File: src/rtl/coin_input_debounce_pkg.sv
// Shared types, coin constants and the one-hot to coin-value helper for the coin input front end.
package coin_pkg;

  typedef enum logic [1:0] {IDLE, EMIT, WAIT_REL} coin_state_t;

  localparam logic [7:0] COIN_10  = 8'd10;
  localparam logic [7:0] COIN_50  = 8'd50;
  localparam logic [7:0] COIN_100 = 8'd100;

  // Anything that is not exactly one button maps to 0.
  function automatic logic [7:0] coin_value(input logic [2:0] onehot);
    logic [7:0] val;
    case (onehot)
      3'b001:  val = COIN_10;
      3'b010:  val = COIN_50;
      3'b100:  val = COIN_100;
      default: val = 8'd0;
    endcase
    return val;
  endfunction

endpackage

File: src/rtl/coin_input_debounce_if.sv
// Button-side and coin-event signals of the coin front end; COIN_CNT_EN adds the accepted-coin count.
interface coin_input_debounce_if;

  logic [2:0] btn;
  logic       c;
  logic [7:0] a;
  logic       busy;
  logic       reject;
`ifdef COIN_CNT_EN
  logic [7:0] coin_cnt;

  modport master (output btn, input c, a, busy, reject, coin_cnt);
  modport slave  (input btn, output c, a, busy, reject, coin_cnt);
`else
  modport master (output btn, input c, a, busy, reject);
  modport slave  (input btn, output c, a, busy, reject);
`endif

endinterface

File: src/rtl/coin_input_debounce_btn_debounce.sv
// Two-flop synchronizer plus stable-sample counter; a level is accepted after DEB_CYCLES identical samples.
module btn_debounce #(
  parameter int WIDTH      = 3,
  parameter int DEB_CYCLES = 1_000_000
) (
  input  logic             sys_clk,
  input  logic             reset,
  input  logic [WIDTH-1:0] btn,
  output logic [WIDTH-1:0] btn_db
);

  localparam int               CNT_W   = $clog2(DEB_CYCLES);
  localparam logic [CNT_W-1:0] CNT_MAX = CNT_W'(DEB_CYCLES - 1);

  logic [WIDTH-1:0] sync_1;
  logic [WIDTH-1:0] btn_s;
  logic [WIDTH-1:0] btn_prev;
  logic [CNT_W-1:0] cnt;
  logic             stable;

  assign stable = (btn_s == btn_prev);

  always_ff @(posedge sys_clk) begin
    if (reset) begin
      sync_1   <= '0;
      btn_s    <= '0;
      btn_prev <= '0;
      cnt      <= '0;
      btn_db   <= '0;
    end else begin
      sync_1   <= btn;
      btn_s    <= sync_1;
      btn_prev <= btn_s;
      if (!stable) begin
        cnt <= '0;
      end else if (cnt != CNT_MAX) begin
        cnt <= cnt + CNT_W'(1);
      end
      // The saturated count alone is not enough: a fresh edge arrives with cnt still at max.
      if (stable && (cnt == CNT_MAX)) begin
        btn_db <= btn_s;
      end
    end
  end

endmodule

File: src/rtl/coin_input_debounce.sv
// Coin front end: debounces three coin buttons and emits one c/a strobe per accepted press.
// Optional macro COIN_CNT_EN adds an 8-bit wrapping count of accepted coins.
//
// state    | meaning
// IDLE     | waiting for a debounced press
// EMIT     | driving c=1 and the coin value on a for PULSE_LEN cycles
// WAIT_REL | press handled or rejected; waiting for all buttons released
module coin_input_debounce
  import coin_pkg::*;
#(
  parameter int DEB_CYCLES = 1_000_000,
  parameter int PULSE_LEN  = 1
) (
  input  logic                   sys_clk,
  input  logic                   reset,
  coin_input_debounce_if.slave   bus
);

  localparam int            PW         = $clog2(PULSE_LEN + 1);
  localparam logic [PW-1:0] PULSE_LOAD = PW'(PULSE_LEN - 1);

  coin_state_t   state;
  coin_state_t   state_nxt;
  logic [PW-1:0] pcnt;
  logic [PW-1:0] pcnt_nxt;
  logic [7:0]    coin;
  logic [7:0]    coin_nxt;
  logic          reject_q;
  logic          reject_nxt;
  logic [2:0]    btn_db;

  btn_debounce #(
    .WIDTH      (3),
    .DEB_CYCLES (DEB_CYCLES)
  ) u_btn_debounce (
    .sys_clk (sys_clk),
    .reset   (reset),
    .btn     (bus.btn),
    .btn_db  (btn_db)
  );

  always_comb begin
    state_nxt  = state;
    pcnt_nxt   = pcnt;
    coin_nxt   = coin;
    reject_nxt = 1'b0;
    case (state)
      IDLE: begin
        if ($onehot(btn_db)) begin
          state_nxt = EMIT;
          pcnt_nxt  = PULSE_LOAD;
          coin_nxt  = coin_value(btn_db);
        end else if (btn_db != 3'b000) begin
          state_nxt  = WAIT_REL;
          reject_nxt = 1'b1;
        end
      end
      EMIT: begin
        if (pcnt == '0) begin
          state_nxt = WAIT_REL;
        end else begin
          pcnt_nxt = pcnt - PW'(1);
        end
      end
      WAIT_REL: begin
        if (btn_db == 3'b000) begin
          state_nxt = IDLE;
        end
      end
      default: state_nxt = IDLE;
    endcase
  end

  always_ff @(posedge sys_clk) begin
    if (reset) begin
      state    <= IDLE;
      pcnt     <= '0;
      coin     <= 8'd0;
      reject_q <= 1'b0;
    end else begin
      state    <= state_nxt;
      pcnt     <= pcnt_nxt;
      coin     <= coin_nxt;
      reject_q <= reject_nxt;
    end
  end

  assign bus.c      = (state == EMIT);
  assign bus.a      = (state == EMIT) ? coin : 8'd0;
  assign bus.busy   = (state != IDLE);
  assign bus.reject = reject_q;

`ifdef COIN_CNT_EN
  logic [7:0] coin_cnt;

  always_ff @(posedge sys_clk) begin
    if (reset) begin
      coin_cnt <= 8'd0;
    end else if ((state == IDLE) && (state_nxt == EMIT)) begin
      coin_cnt <= coin_cnt + 8'd1;
    end
  end

  assign bus.coin_cnt = coin_cnt;
`endif

endmodule

File: src/flat_wrapper.sv
// flat-port wrapper written by rule: the top's interface ports become plain ports
module coin_input_debounce_flat import coin_pkg::*;
#(
  parameter int DEB_CYCLES = 1_000_000,
  parameter int PULSE_LEN  = 1
)
  (sys_clk, reset, bus_btn, bus_c, bus_a, bus_busy, bus_reject);
  coin_input_debounce_if bus_i ();
  input  logic sys_clk;
  input  logic reset;
  input wire logic [$bits(bus_i.btn)-1:0] bus_btn;
  output wire logic [$bits(bus_i.c)-1:0] bus_c;
  output wire logic [$bits(bus_i.a)-1:0] bus_a;
  output wire logic [$bits(bus_i.busy)-1:0] bus_busy;
  output wire logic [$bits(bus_i.reject)-1:0] bus_reject;
  assign bus_i.btn = bus_btn;
  assign bus_c = bus_i.c;
  assign bus_a = bus_i.a;
  assign bus_busy = bus_i.busy;
  assign bus_reject = bus_i.reject;
  coin_input_debounce #(.DEB_CYCLES(DEB_CYCLES), .PULSE_LEN(PULSE_LEN)) u_core (.sys_clk(sys_clk), .reset(reset), .bus(bus_i));
endmodule
File: config.mk
export PLATFORM = sky130hd
export DESIGN_NAME = coin_input_debounce_flat
export DESIGN_NICKNAME = d
export VERILOG_FILES = /design/src/rtl/coin_input_debounce_pkg.sv /design/src/rtl/coin_input_debounce_if.sv /design/src/rtl/coin_input_debounce_btn_debounce.sv /design/src/rtl/coin_input_debounce.sv /design/src/flat_wrapper.sv
export SDC_FILE = /design/constraint.sdc
export NUM_CORES = 1
export LEC_CHECK = 0
export BUFFER_PORTS_ARGS = -buffer_cell sky130_fd_sc_hd__buf_2
export CAP_MARGIN = 20
export CORE_UTILIZATION = 45
export CTS_CLUSTER_SIZE = 16
export DETAILED_ROUTE_END_ITERATION = 10
export GPL_ROUTABILITY_DRIVEN = 0
export HOLD_SLACK_MARGIN = 0.1
export PLACE_DENSITY = 0.72
export SKIP_LAST_GASP = 1
export SLEW_MARGIN = 20
export SYNTH_ARGS = -nofsm -noshare
export SYNTH_HDL_FRONTEND = slang
export SYNTH_SLANG_ARGS = --single-unit
File: constraint.sdc
create_clock -name sys_clk -period 6.1 [get_ports sys_clk]
set_input_delay 0.305 -clock sys_clk [delete_from_list [all_inputs] [get_ports sys_clk]]
set_output_delay 0.305 -clock sys_clk [all_outputs]
set_load 0.02 [all_outputs]
==> metrics.md, run 1 <==
| Metric | Value |
|---|---|
| Seq/Total Area, Yosys | 44.0% |
| WP buf/inv | 0 |
| Postcts setup bufs | 0 |
| DRC | 0 |
| Fin area | 2020 um^2 |
| CP max stage cell | or4b_2 |
| Final Cycle Share | 37.4% |
| Cell class contributing the biggest share of worst-path delay | simple AND/OR/NAND/NOR gates |
| CP Class | flip-flop to flip-flop |
| Setup-failing EPs final | 0 |
| Worst EP arrival | 2.52 ns |
| Post-Syn Area per Cell | 8.92 um^2 |
| Number of global-route vias before repair | 1249 |
| Drt wl/cell | 12.0 um |
| Hold endpoint | u_core.u_btn_debounce.sync_1[1] |
| RSZ-0062 raised after global routing | no |
| Max Freq | 438 MHz |
| Crit. End Element | flip-flop |
| Pwr/cell area | 267 nW/um^2 |
| # hold bufs at CTS | 0 |
| Worst Path Required | 6.34 ns |
| Cells after synthesis | 204 |
| Largest net degree at the start of global routing | 23 |
| Final min period | 2.28 ns |
| LEAKAGE | 0.713 nW |
| Asr flop ratio synth | 0% |
| Slew HR | 43.5% |
| ANT cells | 0 |
| Worst-path clk slew | 0.08 ns |
| Placed cell areas | 1890 um^2 |
| Post-Route WL | 3.14 mm |
| R2R Setup Slk | 3.82 ns |
| Multi-input logic area | 945 um^2 |
| Post-DP HPWL | 2.09 mm |
| Area added between synthesis and finish | 11.1% |
| Reg2reg end | u_core.coin[2] |
| CTS max path bufs | 2 |
| First-pass GRT wire length | 5.62 mm |
| Setup TNS | 0 ns |
| Post-CTS Resized | 0 |
| Placeable Area | 3770 um^2 |
| Fraction of layout cells with a size suffix above 1 | 13.1% |
| Initial DRT Pass Iterations | 4 |
| Max VDD drop | 0.160 mV |
| Hold Path Stages | 2 |
| Critical path, cell by cell | fa_1 > or4b_2 > nor4b_1 > a21oi_1 > nor2_1 |
| Syn. warnings | 0 |
| DP Worst Slack | 3.85 ns |
| Post-route insts no fill | 261 |
| TritonCTS clock tree | built |
| Clk_skew | 0.00701 ns |
| FF/Latch Area | 801 um^2 |
| Cell count of the worst reg-to-reg path | 5 |
| Clock root buffer | clkbuf_8 |
| Die W | 65.6 um |
| DR vias/cell | 5.42 |
| Post-synth top flop | dfxtp_1 |
| Status | finished clean |
| Fill count | 360 |
| Post-synthesis cell type count | 41 |
| Power Total | 0.539 mW |
| Hold Path Class | primary input to flip-flop |
| Reg-to-Reg Start | u_core.u_btn_debounce.btn_db[0] |
| Hold Fails Final Rpt | 0 |
| Nets | 220 |
| Die ar. | 4300 um^2 |
| Port-buffer cells | 13 |
| H-tree depth | 2 |
| Final antenna-violating net count | 0 |
| Synth Register Bits | 40 |
| MaxCap Viol Count | 0 |
| Hold_sp | bus_btn[1] |
| Kind of start point of the critical path | flip-flop |
| Ports | 16 |
| Initial Utilization | 48.3% |
| Synthesized cell area | 1820 um^2 |
| Worst-Skew Late Latency | 0.30 ns |
| Max FO, Critical Path | 11 |
| Cells after DPL | 254 |
| Number of synthesized flops with an enable pin | 0 |
| Total grt overflow | 0 |
| Slew @ Worst Pin | 0.841 ns |
| Clock Sinks | 40 |
| Max-slew violations | 0 |
| Vias | 1414 |
| Die height | 65.6 um |
| Setup ws final | 3.82 ns |
| Drt initial violations | 44 |
| Initial antenna violation count | 0 |
| Crit path largest cell delay | 0.75 ns |
| GRT Util Overall | 17.3% |
| Clock buffer count from CTS | 5 |
| Rows | 22 |
==> power by group <==
part           switching [mW]  internal (mW)
Sequential            0.00262          0.265
Combinational          0.0126        0.00716
Clock                  0.0910          0.161
==> worst max path at each step <==
| stage | startpoint | endpoint | slack, ns | cells after the start |
|---|---|---|---|---|
| floorplan | u_core.u_btn_debounce.btn_db[0] | u_core.coin[3] | 4.01 | 6 |
| global placement | u_core.u_btn_debounce.btn_db[0] | u_core.coin[2] | 3.88 | 5 |
| detailed placement | u_core.u_btn_debounce.btn_db[0] | u_core.coin[2] | 3.85 | 5 |
| CTS | u_core.u_btn_debounce.btn_db[0] | u_core.coin[2] | 3.82 | 5 |
| global route | u_core.u_btn_debounce.btn_db[0] | u_core.coin[2] | 3.69 | 5 |
| finish | u_core.u_btn_debounce.btn_db[0] | u_core.coin[2] | 3.82 | 5 |
==> layout by cell type (no fill, tap or decap), drive strengths merged, types with 4 or more instances in the layout <==
cell type  count
dfxtp         40
nor2          21
xnor2         13
buf           13
a21oi         12
nor3          11
nor2b         10
nand2          9
nand4          8
nand3          7
nor4           7
inv            6
and2           5
o31ai          5
clkbuf         5
mux2i          4
==> cells in the mapped netlist (all sizes together), types with 6 or more instances <==
library cell   n  area [um^2]
xnor2         13          114
nor4           7         50.1
nand3          7         35.0
dfxtp         40          801
a21oi         12         60.1
inv            6         22.5
nor3          11         55.1
clkbuf         7         26.3
nor2          21         78.8
nor2b         10         62.6
nand4          8         65.1
nand2          9         33.8
==> state kept, by name, summed over array words and instances, names as in the netlist <==
name,cells
u_core.coin,5
u_core.u_btn_debounce.btn_s,3
u_core.u_btn_debounce.sync_1,3
u_core.bus.reject,1
u_core.state,2
u_core.u_btn_debounce.btn_db,3
u_core.u_btn_debounce.cnt,20
u_core.u_btn_debounce.btn_prev,3
==> stage by stage <==
| step | utilization (%) | hold WS, ns |
|---|---|---|
| final | 53.6 | 0.214 |
| after detailed placement | 50.2 | 0.428 |
| after floorplan | - | 0.397 |
| after global placement | 50.2 | 0.418 |
| after CTS | 53.6 | 0.208 |
| after global routing | 53.6 | 0.208 |
==> cell families (layout without fill, tap and decap cells) <==
family,Yosys count,in the layout,share of synthesized area (%)
adders and majority gates,2,2,1.79
buffers and inverters,18,26,4.33
muxes,4,4,2.20
DFF,40,40,44.0
and+or+nand+nor,99,99,31.7
xor gates and xnor gates,16,16,7.70
other,1,2,0.206
AOI/OAI and AO/OA,24,24,8.11
==> layout make-up <==
cell class	count	share of cell area, %
Clock buffer	5	3.40
Multi-Input combinational cell	147	46.7
Timing Repair Buffer	13	3.22
Inverter	6	1.11
Tap cell	48	2.97
Clock inverter	2	2.97
Sequential cell	40	39.6
==> worst register-to-register path, delay by kind of cell, from the launching register on <==
family | cells | cell delay [ns]
simple gates | 3 | 1.18
fa+ha+maj | 1 | 0.59
flops | 1 | 0.40
compound gates | 1 | 0.07
==> per-layer routing <==
metal | routed length, um | share of wire (%) | track usage [%]
met1 | 1590 | 50 | 22.2
met2 | 1390 | 44 | 26.0
met3 | 100 | 3.2 | 5.21
met4 | 72 | 2.3 | 8.97
met5 | 0 | 0 | 0
(Power assumes the default switching activity.)
==> run 2: changes to the inputs <==
--- a/config.mk
+++ b/config.mk
@@ -12,7 +12,7 @@
 export DETAILED_ROUTE_END_ITERATION = 10
 export GPL_ROUTABILITY_DRIVEN = 0
 export HOLD_SLACK_MARGIN = 0.1
-export PLACE_DENSITY = 0.72
+export PLACE_DENSITY = 0.74
 export SKIP_LAST_GASP = 1
 export SLEW_MARGIN = 20
 export SYNTH_ARGS = -nofsm -noshare
==> constraint.sdc (replaced) <==
create_clock -name sys_clk -period 2 [get_ports sys_clk]
set_input_delay 0.1 -clock sys_clk [delete_from_list [all_inputs] [get_ports sys_clk]]
set_output_delay 0.1 -clock sys_clk [all_outputs]
set_load 0.02 [all_outputs]
==> metrics.md, run 2 (same netlist as run 1, synthesis figures left out) <==
| Metric | Value |
|---|---|
| Power Total | 1.56 mW |
| Biggest regs | u_core.u_btn_debounce.cnt x20, u_core.coin x5 |
| Hold Fails Final Rpt | 0 |
| Worst EP arrival | 2.15 ns |
| Largest net degree at the start of global routing | 23 |
| Max-slew violations | 0 |
| Worst-path clk slew | 0.09 ns |
| Drt initial violations | 79 |
| Die W | 65.6 um |
| Fill count | 337 |
| Met2 Track Usage GR | 28.2% |
| Hold endpoint | u_core.coin[5] |
| Area added between synthesis and finish | 17.4% |
| Worst-Skew Late Latency | 0.30 ns |
| Final Util | 56.7% |
| Clock Sinks | 40 |
| Placeable Area | 3770 um^2 |
| CP Class | flip-flop to flip-flop |
| Number of global-route vias before repair | 1327 |
| Clock root buffer | clkbuf_8 |
| Ports | 16 |
| TritonCTS clock tree | built |
| GRT Util Overall | 17.3% |
| Clk_skew | 0.0112 ns |
| Fraction of layout cells with a size suffix above 1 | 17.8% |
| R2R Setup Slk | 0.1 ns |
| Port-buffer cells | 13 |
| WP buf/inv | 0 |
| RSZ-0062 raised after global routing | no |
| Setup TNS | 0 ns |
| Drt wl/cell | 12.0 um |
| ANT cells | 0 |
| Die ar. | 4300 um^2 |
| Critical path, cell by cell | fa_1 > or4b_4 > nor4b_4 > a21oi_1 > nor2_1 |
| Post-route insts no fill | 273 |
| Cell count of the worst reg-to-reg path | 5 |
| Commonest non-fill, non-tap cell in the layout | dfxtp_1 |
| Reg with most FFs | u_core.u_btn_debounce.cnt |
| DRC | 0 |
| Slew HR | 66.8% |
| Setup-failing EPs final | 0 |
| Pwr/cell area | 730 nW/um^2 |
| Initial Utilization | 48.3% |
| Hold Path Stages | 2 |
| Final antenna-violating net count | 0 |
| Cell class contributing the biggest share of worst-path delay | simple AND/OR/NAND/NOR gates |
| Max Freq | 525 MHz |
| Die height | 65.6 um |
| Cells after DPL | 261 |
| GR Util met1 | 20.6% |
| Slew @ Worst Pin | 0.494 ns |
| LEAKAGE | 0.761 nW |
| DR vias/cell | 5.23 |
| Largest register FFs | 20 |
| Rows | 22 |
| Kind of start point of the critical path | flip-flop |
| Post-DP HPWL | 2.22 mm |
| Postcts setup bufs | 0 |
| CTS max path bufs | 2 |
| Hold Path Class | primary input to flip-flop |
| Initial antenna violation count | 0 |
| Status | finished clean |
| Max FO, Critical Path | 6 |
| M3 GR Usage | 4.69% |
| Post-Route WL | 3.29 mm |
| Hold_sp | reset |
| Crit. End Element | flip-flop |
| Reg-to-Reg Start | u_core.u_btn_debounce.btn_db[2] |
| Most frequent cells in the layout | 40 x dfxtp_1, 21 x nor2_1, 13 x xnor2_1, 13 x buf_2, 12 x a21oi_1 |
| CP max stage cell | fa_1 |
| Final min period | 1.90 ns |
| Crit path largest cell delay | 0.59 ns |
| Vias | 1427 |
| Nets | 231 |
| H-tree depth | 2 |
| Peak-usage layer in the global routing report | met2 |
| Max VDD drop | 0.413 mV |
| Final Cycle Share | 95.2% |
| Initial DRT Pass Iterations | 4 |
| Total grt overflow | 0 |
| Clock buffer count from CTS | 5 |
| MaxCap Viol Count | 0 |
| Reg2reg end | u_core.coin[2] |
| First-pass GRT wire length | 5.62 mm |
| Worst Path Required | 2.24 ns |
[run 2: stage by stage]
| stage | hold slack, ns | cell area, um^2 | worst slack, ns |
|---|---|---|---|
| finish | 0.185 | 2140 | 0.0951 |
| global route | 0.209 | 2140 | 0.0189 |
| CTS | 0.186 | 2110 | 0.0413 |
| detailed placement | 0.315 | 1960 | 0.0177 |
| global placement | 0.306 | 1960 | 0.0879 |
| floorplan | 0.192 | 1850 | 0.137 |
[run 2: routing by layer]
metal	wire, um	part of all wire, %
met1	1660	50
met2	1470	45
met3	81	2.5
met4	76	2.3
met5	0	0
[run 2: timing repair]
| item | in CTS | in global routing |
|---|---|---|
| hold buffers | 3 | 0 |
| hold endpoints to repair | 3 | 0 |
| cloned | 0 | 1 |
| resized for setup | 1 | 2 |
| pin swaps | 0 | 2 |
| setup endpoints to repair | 1 | 1 |
[run 2: layout make-up]
class                   instances  area, um^2  share of cell area [%]
clock buffers                   5        68.8                    3.22
multi-input cells             148         990                    46.3
inverters                       6        22.5                    1.05
repair buffers                 23         148                    6.91
clock inverters                 3        47.5                    2.22
well taps                      48        60.1                    2.81
flip-flops and latches         40         801                    37.5
[run 2: worst reg2reg max path: stages, from the launching register on]
cell	delay, ns
dfxtp_1	0.33
fa_1	0.59
or4b_4	0.54
nor4b_4	0.22
a21oi_1	0.06
nor2_1	0.11
[run 2: power by group]
| group | internal, mW | switching [mW] |
|---|---|---|
| Combinational | 0.0276 | 0.0394 |
| Sequential | 0.807 | 0.00797 |
| Clock | 0.376 | 0.302 |
| Total | 1.21 | 0.349 |
[run 2: worst max path at each step]
stage	start	endpoint	slack, ns	cells after the start
after detailed placement	u_core.u_btn_debounce.btn_db[0]	u_core.coin[2]	0.02	5
after global placement	u_core.u_btn_debounce.btn_db[0]	u_core.coin[2]	0.09	5
after floorplan	u_core.u_btn_debounce.btn_db[0]	u_core.coin[3]	0.14	6
after global routing	u_core.u_btn_debounce.btn_db[2]	u_core.coin[5]	0.02	5
after CTS	u_core.u_btn_debounce.btn_db[0]	u_core.coin[2]	0.04	5
final	u_core.u_btn_debounce.btn_db[2]	u_core.coin[2]	0.1	5
==> run 3: changes to the inputs <==
--- a/config.mk
+++ b/config.mk
@@ -7,10 +7,12 @@
 export LEC_CHECK = 0
 export BUFFER_PORTS_ARGS = -buffer_cell sky130_fd_sc_hd__buf_2
 export CAP_MARGIN = 20
+export CORE_MARGIN = 3
 export CORE_UTILIZATION = 45
 export CTS_CLUSTER_SIZE = 16
 export DETAILED_ROUTE_END_ITERATION = 10
 export GPL_ROUTABILITY_DRIVEN = 0
+export GPL_TIMING_DRIVEN = 1
 export HOLD_SLACK_MARGIN = 0.1
 export PLACE_DENSITY = 0.74
 export SKIP_LAST_GASP = 1
==> metrics.md, run 3 (same netlist as run 1, synthesis figures left out) <==
| Metric | Value |
|---|---|
| Total grt overflow | 0 |
| H-tree depth | 2 |
| Critical path, cell by cell | fa_1 > or4b_4 > nor4b_2 > a21oi_1 > nor2_1 |
| CP max stage cell | fa_1 |
| Hold Path Stages | 2 |
| Die ar. | 4840 um^2 |
| CP Class | flip-flop to flip-flop |
| Setup-failing EPs final | 0 |
| Biggest regs | u_core.u_btn_debounce.cnt x20, u_core.coin x5 |
| Most frequent cells in the layout | 40 x dfxtp_1, 21 x nor2_1, 13 x xnor2_1, 13 x buf_2, 12 x a21oi_1 |
| Worst-path clk slew | 0.08 ns |
| Status | finished clean |
| Number of global-route vias before repair | 1330 |
| Fill count | 329 |
| Setup TNS | 0 ns |
| Drt initial violations | 88 |
| Post-Route WL | 3.32 mm |
| CTS max path bufs | 2 |
| Drt wl/cell | 12.1 um |
| Crit path largest cell delay | 0.58 ns |
| MaxCap Viol Count | 0 |
| Clock network fraction of design power | 38.5% |
| Vias | 1453 |
| Worst EP arrival | 2.15 ns |
| Internal power | 1.11 mW |
| Port-buffer cells | 13 |
| Placeable Area | 3770 um^2 |
| Hold Path Class | primary input to flip-flop |
| Crit. End Element | flip-flop |
| Die height | 69.6 um |
| Area added between synthesis and finish | 16.1% |
| Slew @ Worst Pin | 0.509 ns |
| Final min period | 1.92 ns |
| RSZ-0062 raised after global routing | no |
| ANT cells | 0 |
| First-pass GRT wire length | 5.74 mm |
| DRC | 0 |
| Comb power frac | 4.7% |
| Reg power frac | 56.8% |
| Post-route insts no fill | 274 |
| Max-slew violations | 0 |
| Ports | 16 |
| WP buf/inv | 0 |
| Fraction of layout cells with a size suffix above 1 | 17.7% |
| Worst Path Required | 2.23 ns |
| Post-DP HPWL | 2.30 mm |
| GRT Util Overall | 14.5% |
| DP Worst Slack | 0.0184 ns |
| Max VDD drop | 0.405 mV |
| Die W | 69.6 um |
| Switch Pwr | 0.319 mW |
| Final antenna-violating net count | 0 |
| Multi-input logic area | 981 um^2 |
| Clk_skew | 0.00749 ns |
| Initial Utilization | 48.3% |
| Switching part of the total | 22.2% |
| DR vias/cell | 5.30 |
| Initial antenna violation count | 0 |
| Kind of start point of the critical path | flip-flop |
| Critical path depth in cells | 5 |
| Setup ws final | 0.0833 ns |
| Pwr/cell area | 678 nW/um^2 |
| Worst-Skew Late Latency | 0.29 ns |
| Rows | 22 |
| Clock buffer count from CTS | 5 |
| Reg with most FFs | u_core.u_btn_debounce.cnt |
| Cell count of the worst reg-to-reg path | 5 |
| FF/Latch Area | 801 um^2 |
| LEAKAGE | 0.753 nW |
| Final Cycle Share | 95.8% |
| Clock root buffer | clkbuf_8 |
| Clock Sinks | 40 |
| Power Total | 1.43 mW |
| Final Util | 56.0% |
| Cells after DPL | 261 |
| Cell class contributing the biggest share of worst-path delay | simple AND/OR/NAND/NOR gates |
| Hold Fails Final Rpt | 0 |
| Max FO, Critical Path | 6 |
| Commonest non-fill, non-tap cell in the layout | dfxtp_1 |
| TritonCTS clock tree | built |
| Slew HR | 65.7% |
| Initial DRT Pass Iterations | 4 |
| Largest net degree at the start of global routing | 23 |
| Max Freq | 522 MHz |
| Largest register FFs | 20 |
| Nets | 232 |
-- run 3: cell count changes in the layout (fill, tap and decap cells not counted), sizes merged --
cell and delta:
buf +1, bufinv -1, clkbuf +2, clkinv -2
clkinvlp +1
-- run 3: layout make-up --
type                            count  share of cell area [%]
Tap cell                           48                    2.84
Timing Repair Buffer               24                    7.34
Clock inverter                      1                   0.355
Sequential cell                    40                    37.9
Inverter                            6                    1.07
Clock buffer                        7                    4.09
Multi-Input combinational cell    148                    46.4
-- run 3: routing by layer --
layer	part of all wire, %	vias to the layer above	GRT usage (%)
li1	-	748	-
met1	48	670	17.7
met2	46	29	23.1
met3	5.0	6	4.49
met4	1.8	0	6.51
met5	0	-	0
-- run 3: path summary, 6_finish.rpt --
| path | startpoint | end | slack, ns |
|---|---|---|---|
| setup / recovery | u_core.u_btn_debounce.btn_db[2] | u_core.coin[2] | 0.08 |
| hold reg to reg | u_core.u_btn_debounce.sync_1[0] | u_core.u_btn_debounce.btn_s[0] | 0.44 |
| setup reg to reg | u_core.u_btn_debounce.btn_db[2] | u_core.coin[2] | 0.08 |
| hold / removal | reset | u_core.state[1] | 0.20 |
-- run 3: power by group through the flow --
stage	Sequential, mW	Clock, mW	Combinational, mW
final	0.815	0.551	0.0671
after global routing	0.816	0.608	0.0755
after CTS	0.815	0.572	0.0672
after global placement	0.833	0	0.0618
after floorplan	0.832	0	0.0508
after detailed placement	0.833	0	0.0632
-- run 3: stage by stage --
stage,hold slack [ns],instance area [um^2]
2_1_floorplan,0.192,1850
3_3_place_gp,0.308,1960
3_5_place_dp,0.315,1960
4_1_cts,0.194,2090
5_1_grt,0.207,2110
6_report,0.202,2110
-- run 3: what timing repair did --
| item | CTS | global route |
|---|---|---|
| hold buffers | 3 | 0 |
| hold endpoints to repair | 3 | 0 |
| gates resized for setup | 1 | 1 |
| setup buffers | 0 | 1 |
| setup endpoints to repair | 1 | 2 |
| pin swaps | 0 | 1 |
| cloned | 0 | 1 |
